<file path="src/rtl/pipe_skid_reg.sv">
// Two-entry elastic pipeline register (main + skid) with valid/ready on both sides.
// Every output is decoded from flops, so the upstream ready path is combinationally isolated from downstream.
module pipe_skid_reg #(
    parameter int               WIDTH     = 32,
    parameter logic [WIDTH-1:0] RESET_VAL = '0
) (
    input  logic             i_clk,
    input  logic             i_rst,
    input  logic             i_flush,
    input  logic             i_valid,
    output logic             o_ready,
    input  logic [WIDTH-1:0] i_data,
    output logic             o_valid,
    input  logic             i_ready,
    output logic [WIDTH-1:0] o_data,
    output logic [1:0]       o_count
);

    typedef enum logic [1:0] {
        EMPTY = 2'd0,
        ONE   = 2'd1,
        TWO   = 2'd2
    } state_t;

    state_t           state;
    logic [WIDTH-1:0] main_q;
    logic [WIDTH-1:0] skid_q;
    logic             in_fire;
    logic             out_fire;

    assign o_valid  = (state != EMPTY);
    assign o_ready  = (state != TWO) & ~i_rst;
    assign o_data   = main_q;
    assign o_count  = {state == TWO, state == ONE};

    assign in_fire  = i_valid & o_ready;
    assign out_fire = o_valid & i_ready;

    // Flush leaves main/skid untouched; only the occupancy is cleared.
    always_ff @(posedge i_clk) begin
        if (i_rst) begin
            state  <= EMPTY;
            main_q <= RESET_VAL;
            skid_q <= RESET_VAL;
        end else if (i_flush) begin
            state <= EMPTY;
        end else begin
            case (state)
                EMPTY: begin
                    if (in_fire) begin
                        state  <= ONE;
                        main_q <= i_data;
                    end
                end
                ONE: begin
                    if (in_fire && out_fire) begin
                        main_q <= i_data;
                    end else if (in_fire) begin
                        state  <= TWO;
                        skid_q <= i_data;
                    end else if (out_fire) begin
                        state <= EMPTY;
                    end
                end
                TWO: begin
                    if (out_fire) begin
                        state  <= ONE;
                        main_q <= skid_q;
                    end
                end
                default: state <= EMPTY;
            endcase
        end
    end

endmodule

</file>
<file path="config.mk">
export PLATFORM = sky130hd
export DESIGN_NAME = pipe_skid_reg
export DESIGN_NICKNAME = d
export VERILOG_FILES = /design/src/rtl/pipe_skid_reg.sv
export SDC_FILE = /design/constraint.sdc
export NUM_CORES = 1
export LEC_CHECK = 0
export CORE_MARGIN = 2
export CORE_UTILIZATION = 52
export CTS_BUF_LIST = sky130_fd_sc_hd__clkbuf_8
export DETAILED_ROUTE_END_ITERATION = 10
export PLACE_DENSITY_LB_ADDON = 0.2
export SLEW_MARGIN = 30
export SYNTH_ARGS = -nofsm -noshare
export SYNTH_HDL_FRONTEND = slang
export SYNTH_SLANG_ARGS = --single-unit
</file>
<file path="constraint.sdc">
create_clock -name i_clk -period 2.05 [get_ports i_clk]
set_clock_uncertainty 0.15 [all_clocks]
set_input_delay 0.3075 -clock i_clk [delete_from_list [all_inputs] [get_ports i_clk]]
set_output_delay 0.3075 -clock i_clk [all_outputs]
set_load 0.01 [all_outputs]
</file>
==> impl_metrics.toml <==
[route]
route.detailed.drc = 0
drtIter0Drc = 211
wirelength_microns = 7857
first_pass_iters = 4
vias = 2874
wl_per_cell_microns = 15.84
vias_per_cell = 5.794
postRouteAntennaNets = 0

[synthesis]
synthCells = 351
netlist_area_sq_mm = 0.003132
synth.avg_cell_area_sq_um = 8.922
synth_nets = 388
yosysSeqAreaShare_pct = 42.19
synth.distinct_cells = 27
ys.warnings.count = 0
ys_ff_latch = 66

[hold_path]
worstHoldEndpoint = "skid_q[24]$_SDFFE_PP0P_"
hold_path_depth = 3
hold_start = "i_rst"
hp-class = "in2reg"

[run]
maxCapViolCount = 0

[clock_network]
post_cts.repair.setup_buffers = 0
cts-buffers-inserted = 9
clock_path_buffers = 2
clkSinkCount = 66
clock_latency_ns = 0.33
clkTransAtPathRegs_ns = 0.07
root_buffer = "clkbuf_8"
hold_buffers = 0
cts_tree = "yes"
htree_levels = 3

[worst_setup_path]
cp.arrival_ns = 1.51
crit_chain = "nor2b_1, clkdlybuf4s50_1"
timing.rr.end = "skid_q[0]$_SDFFE_PP0P_"
criticalPathCategory = "reg2out"
cp-end-kind = "primary output"
regToRegSetupSlack_ns = 0.31
critical_path.startpoint_type = "register"
max_stage_delay_ns = 0.56
path_buf_inv = 1
crit_slowest_cell = "clkdlybuf4s50_1"
rr_startpoint = "state[0]$_SDFFE_PP0P_"
worstPathRequired_ns = 1.59
cp_top_family = "buffers and inverters"
worstRegToRegCells = 5
cp_max_fo = 8

[grt]
grt_max_degree = 46
antenna_found_initial = 0
grt_pass1_wl_microns = 12810
grt_overflow = 0
grt.total_usage_pct = 24.76
grt_pass1_vias = 2750

[timing]
rsz0062_at_grt = "false"
slew_viol_final = 0
timing.fmax_mhz = 507.7
hold_violations = 0
worstMarginPinSlew_ns = 0.3264
fin_crit_ns = 1.970
hold_ws_ns = 0.2501
relSlewSlack_pct = 78.18
fin_ws_ns = 0.08034
tns_ns = 0
period_share_pct = 96.08
finalSetupViolCount = 0

[die]
coreArea_sq_mm = 0.005886
die_w_microns = 81.61
dieArea_sq_mm = 0.006659
rows = 28
io_pins = 73
die_y_microns = 81.61
start_util_pct = 53.21

[placement]
pre_cts_slack_ns = -0.1205
io_buffers = 72
dpl.hpwl_microns = 5022
place.gp.congestion = 0.8368
dp.cells = 481

[final_layout]
final_nets = 454
layout_commonest_cell = "clkdlybuf4s50_1"
layout_common_cells = "clkdlybuf4s50_1 (71), dfxtp_1 (64), a21oi_1 (34), nand2_1 (33), mux2i_1 (33)"
antenna_cells = 0
final_cells = 496
drive_gt1_share_pct = 17.10
area_growth_pct = 33.88

[power]
power.leakage_uw = 0.001578
p_per_area_mw_per_mm2 = 677.5
ir_worst_vdd_mv = 0.6223

[run_status]
status = "finished clean"
[registers in the layout (all words and copies together), names as in the netlist]
name,flops
o_data,32
skid_q,32
state,2
[synthesized netlist by cell type]
cell type | number | area (sq um)
dfxtp_1 | 66 | 1321
a21oi_1 | 34 | 170.2
mux2i_1 | 33 | 330.3
nand2_1 | 33 | 123.9
nand3_1 | 32 | 160.2
o211ai_1 | 32 | 240.2
o21ai_0 | 27 | 135.1
or3b_2 | 26 | 227.7
clkbuf_1 | 24 | 90.09
buf_2 | 11 | 55.05
or3b_1 | 7 | 61.31
o21ai_1 | 5 | 25.02
buf_6 | 3 | 33.78
nor2b_1 | 3 | 18.77
inv_1 | 2 | 7.510
nor2_1 | 2 | 7.510
and3b_1 | 1 | 8.760
and4bb_1 | 1 | 12.51
buf_1 | 1 | 3.750
nand2b_1 | 1 | 6.260
nor4_1 | 1 | 6.260
nor4b_2 | 1 | 15.01
nor4b_4 | 1 | 23.77
o211a_1 | 1 | 10.01
o31ai_4 | 1 | 21.27
or2_2 | 1 | 6.260
or4b_1 | 1 | 10.01
[worst max path at each step]
stage                               start                      end  slack, ns  cells past startpoint
finish              state[0]$_SDFFE_PP0P_               o_count[0]       0.08                      2
global placement                  i_ready  skid_q[19]$_SDFFE_PP0P_      0.003                      5
detailed placement                i_valid   o_data[9]$_SDFFE_PP0P_      -0.12                      5
global route        state[0]$_SDFFE_PP0P_               o_count[0]      0.007                      2
CTS                 state[1]$_SDFFE_PP0P_               o_count[1]       0.03                      2
floorplan           state[0]$_SDFFE_PP0P_                  o_ready       0.45                      5
[report_power, final]
part	internal, uW	leakage (uW)	total (uW)	switching [uW]
Clock	649	0.000110	1120	474
Combinational	205	0.000933	383	178
Sequential	1320	0.000536	1330	19.2
Total	2170	0.00158	2840	671
[cells by family (layout without fill, tap and decap cells)]
group | Yosys count | in the layout | share of synthesized area [%]
AND/OR/NAND/NOR | 111 | 111 | 21.97
flip-flops | 66 | 66 | 42.19
multiplexers | 33 | 33 | 10.55
buffers and inverters | 41 | 111 | 6.073
AO/OA/AOI/OAI | 100 | 100 | 19.22
[tightest hold or removal path, cell delays in order]
cell	delay [ns]
buf_2	0.13
buf_4	0.20
a21oi_1	0.05
[routing by layer]
metal	vias to the layer above	track usage, %	part of all wire (%)
met2	92	41.80	48
met3	16	4.396	5.0
li1	1398	-	-
met5	-	0	0
met1	1368	31.02	44
met4	0	10.67	2.1
[per-stage QoR]
| step | total power [uW] | instance area, sq um | util (%) |
|---|---|---|---|
| 2_1_floorplan | 1538 | 3132 | - |
| 3_3_place_gp | 1744 | 3979 | 67.60 |
| 3_5_place_dp | 1746 | 3979 | 67.60 |
| 4_1_cts | 2860 | 4190 | 71.19 |
| 5_1_grt | 2949 | 4193 | 71.24 |
| 6_report | 2841 | 4193 | 71.24 |
[cell type report]
class / instances / area [sq um]
fillers: 468 / 1693
multi-input cells: 244 / 1630
flip-flops and latches: 66 / 1326
repair buffers: 94 / 930.9
clock buffers: 12 / 165.2
well taps: 75 / 93.84
clock inverters: 3 / 38.79
inverters: 2 / 7.507
[timing repair]
item | 4_1_cts | 5_1_grt
setup endpoints to repair | 2 | 2
hold endpoints to repair | 0 | 0
pin swaps | 0 | 0
gates resized for setup | 3 | 1
(Power assumes the default switching activity.)
